## src/rtl/calc_entry_sequencer.sv

```systemverilog
// Calculator entry sequencer: click codes -> operands, operator, ALU start, display value.
// Optional backspace (code 17) is built only when BACKSPACE_EN is defined.
module calc_entry_sequencer #(
  parameter int MAX_DIGITS = 9,
  parameter int TIMEOUT    = 1023
) (
  input  logic        clk,
  input  logic        reset,
  input  logic [4:0]  code,
  input  logic        code_valid,
  input  logic [31:0] alu_result,
  input  logic        alu_done,
  output logic [31:0] num_a,
  output logic [31:0] num_b,
  output logic [1:0]  alu_op,
  output logic        alu_start,
  output logic [31:0] disp_value,
  output logic        busy,
  output logic        error
);
  localparam int CW = $clog2(MAX_DIGITS + 1);
  localparam int TW = $clog2(TIMEOUT + 1);

  typedef enum logic [1:0] {ENTER_A, ENTER_B, WAIT_ALU, SHOW_RESULT} state_t;

  typedef struct packed {
    logic          sign;
    logic [29:0]   mag;
    logic [CW-1:0] cnt;
  } operand_t;

  state_t        state, state_n;
  operand_t      a, a_n, b, b_n;
  logic [31:0]   result, result_n, disp_n;
  logic [TW-1:0] timer, timer_n;
  logic [1:0]    op_n;
  logic          start_n, error_n;

  function automatic operand_t push_digit(operand_t o, logic [3:0] d);
    operand_t r = o;
    if (o.cnt < CW'(MAX_DIGITS) && !(o.mag == '0 && d == 4'd0)) begin
      r.mag = o.mag * 30'd10 + 30'(d);
      r.cnt = o.cnt + 1'b1;
    end
    return r;
  endfunction

  function automatic operand_t toggle_sign(operand_t o);
    operand_t r = o;
    if (o.mag != '0) r.sign = ~o.sign;
    return r;
  endfunction

  // A loaded result counts as a full operand, so no digits get appended to it.
  function automatic operand_t from_result(logic [31:0] v);
    operand_t    r;
    logic [31:0] abs_v = v[31] ? -v : v;
    r.mag  = abs_v[29:0];
    r.sign = v[31] && (abs_v[29:0] != '0);
    r.cnt  = CW'(MAX_DIGITS);
    return r;
  endfunction

`ifdef BACKSPACE_EN
  function automatic operand_t drop_digit(operand_t o);
    operand_t r = o;
    r.mag = o.mag / 30'd10;
    if (o.cnt != '0) r.cnt = o.cnt - 1'b1;
    if (r.mag == '0) r.sign = 1'b0;
    return r;
  endfunction
`endif

  function automatic logic [31:0] to_value(operand_t o);
    logic [31:0] m = {2'b00, o.mag};
    return o.sign ? -m : m;
  endfunction

  logic       is_digit, is_op;
  logic [1:0] code_op;

  assign is_digit = code <= 5'd9;
  assign is_op    = code >= 5'd10 && code <= 5'd13;
  assign code_op  = 2'(code - 5'd10);

  always_comb begin
    a_n      = a;
    b_n      = b;
    result_n = result;
    op_n     = alu_op;
    state_n  = state;
    start_n  = 1'b0;
    timer_n  = timer;
    error_n  = error;
    if (code_valid && code == 5'd15) begin
      a_n      = '0;
      b_n      = '0;
      result_n = '0;
      op_n     = '0;
      state_n  = ENTER_A;
      timer_n  = '0;
      error_n  = 1'b0;
    end else begin
      case (state)
        ENTER_A: if (code_valid) begin
          if (is_digit) a_n = push_digit(a, code[3:0]);
          else if (code == 5'd16) a_n = toggle_sign(a);
          else if (is_op) begin
            op_n    = code_op;
            b_n     = '0;
            state_n = ENTER_B;
          end
`ifdef BACKSPACE_EN
          else if (code == 5'd17) a_n = drop_digit(a);
`endif
        end
        ENTER_B: if (code_valid) begin
          if (is_digit) b_n = push_digit(b, code[3:0]);
          else if (code == 5'd16) b_n = toggle_sign(b);
          else if (is_op) op_n = code_op;
          else if (code == 5'd14) begin
            start_n = 1'b1;
            timer_n = '0;
            state_n = WAIT_ALU;
          end
`ifdef BACKSPACE_EN
          else if (code == 5'd17) b_n = drop_digit(b);
`endif
        end
        WAIT_ALU: begin
          if (alu_done) begin
            result_n = alu_result;
            state_n  = SHOW_RESULT;
          end else if (timer == TW'(TIMEOUT - 1)) begin
            error_n = 1'b1;
            state_n = ENTER_A;
          end else begin
            timer_n = timer + 1'b1;
          end
        end
        default: if (code_valid) begin
          if (is_digit) begin
            a_n     = push_digit('0, code[3:0]);
            state_n = ENTER_A;
          end else if (is_op) begin
            a_n     = from_result(result);
            op_n    = code_op;
            b_n     = '0;
            state_n = ENTER_B;
          end else if (code == 5'd14) begin
            a_n     = from_result(result);
            start_n = 1'b1;
            timer_n = '0;
            state_n = WAIT_ALU;
          end else if (code == 5'd16) begin
            a_n     = toggle_sign(from_result(result));
            state_n = ENTER_A;
          end
        end
      endcase
    end
    case (state_n)
      ENTER_B:     disp_n = to_value(b_n);
      SHOW_RESULT: disp_n = result_n;
      default:     disp_n = to_value(a_n);
    endcase
  end

  always_ff @(posedge clk) begin
    if (reset) begin
      state      <= ENTER_A;
      a          <= '0;
      b          <= '0;
      result     <= '0;
      timer      <= '0;
      num_a      <= '0;
      num_b      <= '0;
      alu_op     <= '0;
      alu_start  <= 1'b0;
      disp_value <= '0;
      busy       <= 1'b0;
      error      <= 1'b0;
    end else begin
      state      <= state_n;
      a          <= a_n;
      b          <= b_n;
      result     <= result_n;
      timer      <= timer_n;
      num_a      <= to_value(a_n);
      num_b      <= to_value(b_n);
      alu_op     <= op_n;
      alu_start  <= start_n;
      disp_value <= disp_n;
      busy       <= (state_n == WAIT_ALU);
      error      <= error_n;
    end
  end
endmodule

```

## config.mk

```make
export PLATFORM = sky130hd
export DESIGN_NAME = calc_entry_sequencer
export DESIGN_NICKNAME = d
export VERILOG_FILES = /design/src/rtl/calc_entry_sequencer.sv
export SDC_FILE = /design/constraint.sdc
export NUM_CORES = 1
export LEC_CHECK = 0
export CORE_MARGIN = 3
export CORE_UTILIZATION = 55
export DETAILED_ROUTE_END_ITERATION = 10
export PLACE_DENSITY = 0.79
export SYNTH_ARGS = -nofsm -noshare
export SYNTH_HDL_FRONTEND = slang
export SYNTH_SLANG_ARGS = --single-unit
```

## constraint.sdc

```tcl
create_clock -name clk -period 6.62 [get_ports clk]
set_input_delay 1.655 -clock clk [delete_from_list [all_inputs] [get_ports clk]]
set_output_delay 1.655 -clock clk [all_outputs]
set_load 0.01 [all_outputs]
```

==> summary.md, run 1 <==
| Metric | Value |
|---|---|
| Outcome | finished clean |
| All-Layer GR Usage | 0.363 |
| Initial antenna violation count | 0 |
| Core area | 30000 µm² |
| Ranking of synthesized cells by area | dfxtp_1 25%, ha_1 8.9%, nor2_1 5.5% |
| WS Path Type | primary input to register |
| CTS clk-pin slew, worst paths | 0.06 ns |
| Post-synth top cells | 251 x nor2_1, 213 x dfxtp_1, 190 x nand2_1, 141 x a21oi_1, 121 x ha_1 |
| Origin of the critical flop-to-flop path | b[5] |
| Yosys warns | 0 |
| Critical path data required time | 7.02 ns |
| CTS Buf Count | 25 |
| Largest stage delay, worst path | 0.66 ns |
| First-pass GRT wire length | 97700 µm |
| Clock Latency Late Sink | 0.54 ns |
| Clock tree from TritonCTS | done |
| Leakage | 8.27 nW |
| Post-Syn Nets | 2379 |
| CTS root buffer | clkbuf_16 |
| Worst Setup SP | code[1] |
| Reg2Reg Setup Slack | 0.74 ns |
| Routed vias | 18100 |
| R2r endpoint | disp_value[29] |
| Sequential area share after synthesis | 0.251 |
| FF-to-FF path depth | 16 |
| CP Capture Type | register |
| WHS Path Cells | 2 |
| Synth unique cells | 90 |
| Yosys top cell area share | 0.251 |
| Min-Delay Startpoint | a[2] |
| Worst Slack Setup Final | 0.524 ns |
| Pwr Total | 3.37 mW |
| CP startpoint kind | primary input |
| Number of synthesized flops with an enable pin | 0 |
| Remaining global-route overflow | 0 |
| # hold bufs at CTS | 0 |
| Drt initial violations | 1866 |
| CTS H-tree depth | 1 |
| Vias in the first global route | 17500 |
| Synth Area per Inst | 7.69 µm² |
| Worst VDD drop | 0.203 mV |
| Delay-heaviest family, CP | compound AO/OA/AOI/OAI gates |
| HPWL after DPL | 48100 µm |
| Final wirelength | 61800 µm |
| DRC viols | 0 |
| Final Hold Fails | 0 |
| Max FO, Critical Path | 14 |
| ANT nets after route | 0 |
| Max Cap Viol | 0 |
| Worst-margin pin slew | 1.15 ns |
| Antenna cells | 0 |
| Largest net degree at the start of global routing | 80 |
| Avg WL per Cell | 22.5 µm |
| Setup TNS | 0 ns |
| Drt via density | 6.56 |
| Worst Setup EP | disp_value[28] |
| RSZ-0062 raised after global routing | false |
| Sink Count | 213 |
| Gate Count Post-Synth | 2213 |
| CP Depth | 17 |
| Most numerous cell in the Yosys netlist | nor2_1 |
| Clk_skew | 0.0136 ns |
| Flops & latches, synth | 213 |
| Post-CTS Setup Inserts | 0 |
| Syn-to-layout area delta | 17.6% |
| HP Class | register to register |
| Die span in y | 182 µm |
| Clk buf depth | 3 |
| Final Wtd Congestion | 0.990 |
| Crit path max-delay cell type | a211oi_1 |
| Peak Freq | 0.164 GHz |
| FP Rows | 63 |
| Worst slew margin | 0.230 |
| Pre-CTS setup slack | 0.102 ns |
| Resized cells post-CTS | 0 |
| Router iterations before antenna repair | 6 |
| Async SR Flop Fraction | 0 |
| Pwr dens | 168 nW/µm² |
| I/O Buffers | 141 |
| Cell taking the most area after synthesis | dfxtp_1 |
| Buf+Inv Stages, Crit Path | 3 |
| Starting density of the core | 0.567 |
| Fin crit period | 6.10 ns |
| Die area | 33100 µm² |
| Die X-Extent | 182 µm |
| Layout cells sized above 1 | 0.0757 |
| Endpoints failing setup | 0 |
| Fraction of the cycle the final worst path needs | 0.921 |
| Fin. max-slew vios | 0 |
| # IOs | 142 |
| Final Net Count | 2512 |
| Crit path DAT | 6.50 ns |
| Final Util | 0.667 |
| Synthesized area | 17000 µm² |
| Top_reg_cell synth | dfxtp_1 |
| Crit path cell chain | clkdlybuf4s50_1 -> buf_12 -> o21a_1 -> a211oi_1 -> o21ai_1 -> buf_4 -> a221oi_1 -> or3b_2 -> ha_1 -> nand4b_1 -> a211o_1 -> nand4bb_1 -> nor4_1 -> nand4_1 -> o21ai_0 -> xor2_1 -> o22ai_1 |
-- sequential cells by signal, indices dropped and copies added (netlist names) --
name	flops
a	34
alu_op	2
alu_start	1
b	34
busy	1
disp_value	32
error	1
num_a	32
num_b	32
result	32
state	2
timer	10
-- per-layer routing --
layer / GRT usage / routed length (µm) / vias to the layer above
met3: 0.0429 / 4910 / 170
met1: 0.468 / 25100 / 8509
met2: 0.621 / 29400 / 871
li1: - / - / 8522
met5: 0 / 0 / -
met4: 0.136 / 2450 / 0
-- worst register-to-register path: stages, from the launching register on --
cell and delay (ns):
dfxtp_1 0.48, ha_1 0.29, ha_1 0.23, fa_1 0.41
a211oi_1 0.48, o21a_1 0.31, o21a_1 0.17, xnor2_1 0.28
nand4_1 0.36, or3_1 0.58, o211ai_1 0.27, nand3_1 0.21
nand4bb_1 0.33, or4b_4 0.58, or3_1 0.39, mux2_2 0.29
o22ai_1 0.16
-- worst min-delay path by stage --
stage | to | slack, ns
floorplan | a[2] | 0.45
detailed placement | result[30] | 0.48
CTS | a[2] | 0.49
finish | a[2] | 0.50
global placement | a[2] | 0.46
global route | a[2] | 0.53
-- stage by stage --
| step | std cells | instance area, µm² | hold WS [ns] |
|---|---|---|---|
| 2_1_floorplan | 2213 | 17000 | 0.448 |
| 3_3_place_gp | 2709 | 19200 | 0.464 |
| 3_5_place_dp | 2709 | 19200 | 0.481 |
| 4_1_cts | 2754 | 20000 | 0.493 |
| 5_1_grt | 2754 | 20000 | 0.529 |
| 6_report | 2754 | 20000 | 0.497 |
-- cell type report --
class                      count  area, µm²
clock buffer                  32        692
clock inverter                13        175
fill                        2551      10000
inverter                      48        180
multi-input combinational   1828      12100
sequential                   213       4260
tap                          390        488
timing repair buffer         230       2100
-- logic make-up (layout without fill, tap and decap cells) --
kind of cell,count (synthesis),after routing,synth area share
and+or+nand+nor,877,877,0.258
AOI/OAI and AO/OA,626,626,0.251
DFF,213,213,0.251
buffers and inverters,172,323,0.0389
xor gates and xnor gates,155,155,0.0814
adders and majority gates,125,125,0.0936
muxes,45,45,0.0266
-- report_power, final --
| part | internal [mW] | leakage, nW | switching (mW) |
|---|---|---|---|
| sequential | 1.31 | 1.72 | 0.0216 |
| clock | 0.893 | 0.429 | 0.587 |
| combinational | 0.211 | 6.12 | 0.347 |
-- placed cells by master, fill, tap and decap left out, drive strengths merged, types with 43 or more instances in the layout --
| cell | n |
|---|---|
| xor2 | 56 |
| nand2 | 190 |
| buf | 90 |
| xnor2 | 97 |
| inv | 48 |
| dfxtp | 213 |
| ha | 121 |
| nand3 | 64 |
| o21ai | 114 |
| nor2 | 253 |
| a21oi | 141 |
| nor3 | 68 |
| clkdlybuf4s50 | 140 |
| mux2i | 43 |
Note: power is estimated with default switching activity, not from simulation.
==> run 2, diff against run 1 <==
--- a/config.mk
+++ b/config.mk
@@ -8,6 +8,7 @@
 export CORE_MARGIN = 3
 export CORE_UTILIZATION = 55
 export DETAILED_ROUTE_END_ITERATION = 10
+export MAX_ROUTING_LAYER = met4
 export PLACE_DENSITY = 0.79
 export SYNTH_ARGS = -nofsm -noshare
 export SYNTH_HDL_FRONTEND = slang
==> run 2 against run 1 <==
Net effect:
- design area shrank 0.39%
- sequential power is essentially flat
- sequential cell count is the same
- combinational power is essentially flat
- sequential share of layout area grew 0.084 points
- core utilization shrank 0.26 points
==> summary.md, run 2 (synthesis gave the netlist of run 1 again) <==
| Metric | Value |
|---|---|
| Max FO, Critical Path | 10 (-4) |
| Largest stage delay, worst path | 0.68 ns (+0.02 ns) |
| Post-CTS Setup Inserts | 0 (unchanged) |
| Remaining global-route overflow | 0 (unchanged) |
| CP Capture Type | register |
| Clock tree from TritonCTS | done |
| Starting density of the core | 0.567 (unchanged) |
| Worst Slack Setup Final | 0.395 ns (-0.128 ns) |
| Resized cells post-CTS | 0 (unchanged) |
| Leakage | 8.23 nW (-0.45%) |
| Gate power share | 0.174 (+0.009) |
| Delay-heaviest family, CP | compound AO/OA/AOI/OAI gates |
| All-Layer GR Usage | 0.373 (+0.0108) |
| Largest net degree at the start of global routing | 62 (-23%) |
| Initial antenna violation count | 0 (unchanged) |
| Critical path data required time | 7.02 ns (about the same) |
| Clk_skew | 0.0122 ns (-0.00144 ns) |
| Largest regs | a x34, b x34 |
| Multi-input gate area | 12100 µm² (unchanged) |
| WHS Path Cells | 2 (unchanged) |
| Router iterations before antenna repair | 6 (unchanged) |
| Worst slew margin | 0.243 (+0.0127) |
| CP Depth | 15 (-2) |
| Fin crit period | 6.22 ns (+0.128 ns) |
| Origin of the critical flop-to-flop path | b[7] |
| Int Power | 2.29 mW (-5.3%) |
| Worst-margin pin slew | 1.14 ns (-0.0191 ns) |
| Pre-CTS setup slack | 0.0271 ns (-0.0751 ns) |
| Final wirelength | 62500 µm (+1.1%) |
| Endpoints failing setup | 0 (unchanged) |
| Fraction of the cycle the final worst path needs | 0.940 (+0.0194) |
| Pwr dens | 161 nW/µm² (-4.3%) |
| Avg WL per Cell | 22.7 µm (+1.0%) |
| Die X-Extent | 182 µm (unchanged) |
| Pwr Total | 3.21 mW (-4.7%) |
| Seq pwr share | 0.415 (+0.020) |
| RSZ-0062 raised after global routing | false |
| Crit path DAT | 6.63 ns (+0.13 ns) |
| Clock Latency Late Sink | 0.53 ns (about the same) |
| Worst VDD drop | 0.173 mV (-15%) |
| CTS clk-pin slew, worst paths | 0.06 ns (about the same) |
| HP Class | register to register |
| DRC viols | 0 (unchanged) |
| Antenna cells | 0 (unchanged) |
| Core area | 30000 µm² (unchanged) |
| Max Cap Viol | 0 (unchanged) |
| # IOs | 142 (unchanged) |
| Routed vias | 18200 (+0.50%) |
| Final Wtd Congestion | 0.993 (+0.34%) |
| Reg2Reg Setup Slack | 0.73 ns (about the same) |
| Crit path max-delay cell type | clkdlybuf4s50_1 |
| Peak Freq | 0.161 GHz (-2.1%) |
| Fin. max-slew vios | 0 (unchanged) |
| Vias in the first global route | 17600 (+0.57%) |
| CTS root buffer | clkbuf_16 |
| Layout cells sized above 1 | 0.0748 (-0.000878) |
| First-pass GRT wire length | 97500 µm (-0.16%) |
| Clk buf depth | 3 (unchanged) |
| Buf+Inv Stages, Crit Path | 2 (-1) |
| Clock share of power | 0.411 (-0.028) |
| FP Rows | 63 (unchanged) |
| R2r endpoint | disp_value[29] |
| Final Net Count | 2513 (+0.040%) |
| Die area | 33100 µm² (unchanged) |
| Switching power | 0.926 mW (-3.1%) |
| ANT nets after route | 0 (unchanged) |
| CTS Buf Count | 24 (-4.0%) |
| Crit path cell chain | clkdlybuf4s50_1 -> o21a_1 -> a211oi_1 -> o21ai_1 -> buf_4 -> a221oi_1 -> or3b_2 -> ha_1 -> nand4b_1 -> a211o_1 -> nand4bb_1 -> nor4_1 -> nand4_1 -> o41a_1 -> a2bb2oi_1 |
| # hold bufs at CTS | 0 (unchanged) |
| Most frequent cells in the layout | 251 x nor2_1, 213 x dfxtp_1, 190 x nand2_1, 140 x a21oi_1, 140 x clkdlybuf4s50_1 |
| Fill cell count | 2643 (+3.6%) |
| Drt initial violations | 2061 (+10%) |
| FF/Latch Area | 4260 µm² (unchanged) |
| Setup TNS | 0 ns (unchanged) |
| Drt via density | 6.59 (+0.46%) |
| Min-Delay Endpoint | timer[6] |
| Syn-to-layout area delta | 17.2% |
| FF-to-FF path depth | 16 (unchanged) |
| CP startpoint kind | primary input |
| CTS H-tree depth | 1 (unchanged) |
| Outcome | finished clean |
| HPWL after DPL | 48500 µm (+0.66%) |
| Min-Delay Startpoint | timer[6] |
| Sw frac | 0.288 (+0.00462) |
| Die span in y | 182 µm (unchanged) |
| WS Path Type | primary input to register |
| Sink Count | 213 (unchanged) |
| I/O Buffers | 141 (unchanged) |
| Most common cell after layout, fill and taps aside | nor2_1 |
| Final Hold Fails | 0 (unchanged) |
-- run 2: cell types whose count changed in the layout (fill, tap and decap cells not counted) --
cell,delta
bufinv_16,-3
clkinvlp_4,+1
clkbuf_8,-1
clkbuf_1,+3
clkinv_4,-1
buf_4,+2
-- run 2: cell type report --
class / instances / share of cell area
multi-input combinational: 1828 / 0.608
sequential: 213 / 0.214
timing repair buffer: 232 / 0.106
clock buffer: 34 / 0.0346
tap: 390 / 0.0245
inverter: 48 / 0.00903
clock inverter: 10 / 0.00420
-- run 2: metal layers --
layer	vias up	part of all wire	GRT usage
met5	-	0	-
met4	0	0.045	0.149
met3	198	0.074	0.0399
met2	874	0.47	0.615
met1	8592	0.41	0.470
li1	8498	-	-
-- run 2: power groups by stage --
| stage | combinational [mW] | clock (mW) | sequential [mW] |
|---|---|---|---|
| final | 0.558 | 1.32 | 1.33 |
| after global routing | 0.594 | 1.38 | 1.33 |
| after CTS | 0.545 | 1.33 | 1.33 |
| after detailed placement | 0.541 | 0 | 1.36 |
| after global placement | 0.539 | 0 | 1.36 |
| after floorplan | 0.299 | 0 | 1.36 |
-- run 2: metrics by stage --
stage | util | hold WS (ns) | instance area (µm²) | instances
floorplan | - | 0.448 | 17000 | 2213
global placement | 0.638 | 0.460 | 19200 | 2711
detailed placement | 0.638 | 0.475 | 19200 | 2711
CTS | 0.664 | 0.490 | 19900 | 2755
global route | 0.664 | 0.512 | 19900 | 2755
finish | 0.664 | 0.497 | 19900 | 2755
-- run 2: worst reg2reg max path: stages, from the launching register on --
cell	delay (ns)
dfxtp_1	0.48
ha_1	0.31
ha_1	0.23
fa_1	0.42
a211oi_1	0.47
o21a_1	0.33
o21a_1	0.17
xnor2_1	0.28
nand4_1	0.36
or3_1	0.57
o211ai_1	0.26
nand3_1	0.20
nand4bb_1	0.33
or4b_4	0.58
or3_1	0.39
mux2_2	0.29
o22ai_1	0.15
-- run 2: worst max path at each step --
stage | from | end
6_report | code[3] | disp_value[30]
5_1_grt | code[3] | disp_value[26]
4_1_cts | code[3] | disp_value[30]
3_5_place_dp | code[3] | disp_value[30]
3_3_place_gp | code[3] | disp_value[29]
2_1_floorplan | code[0] | disp_value[29]
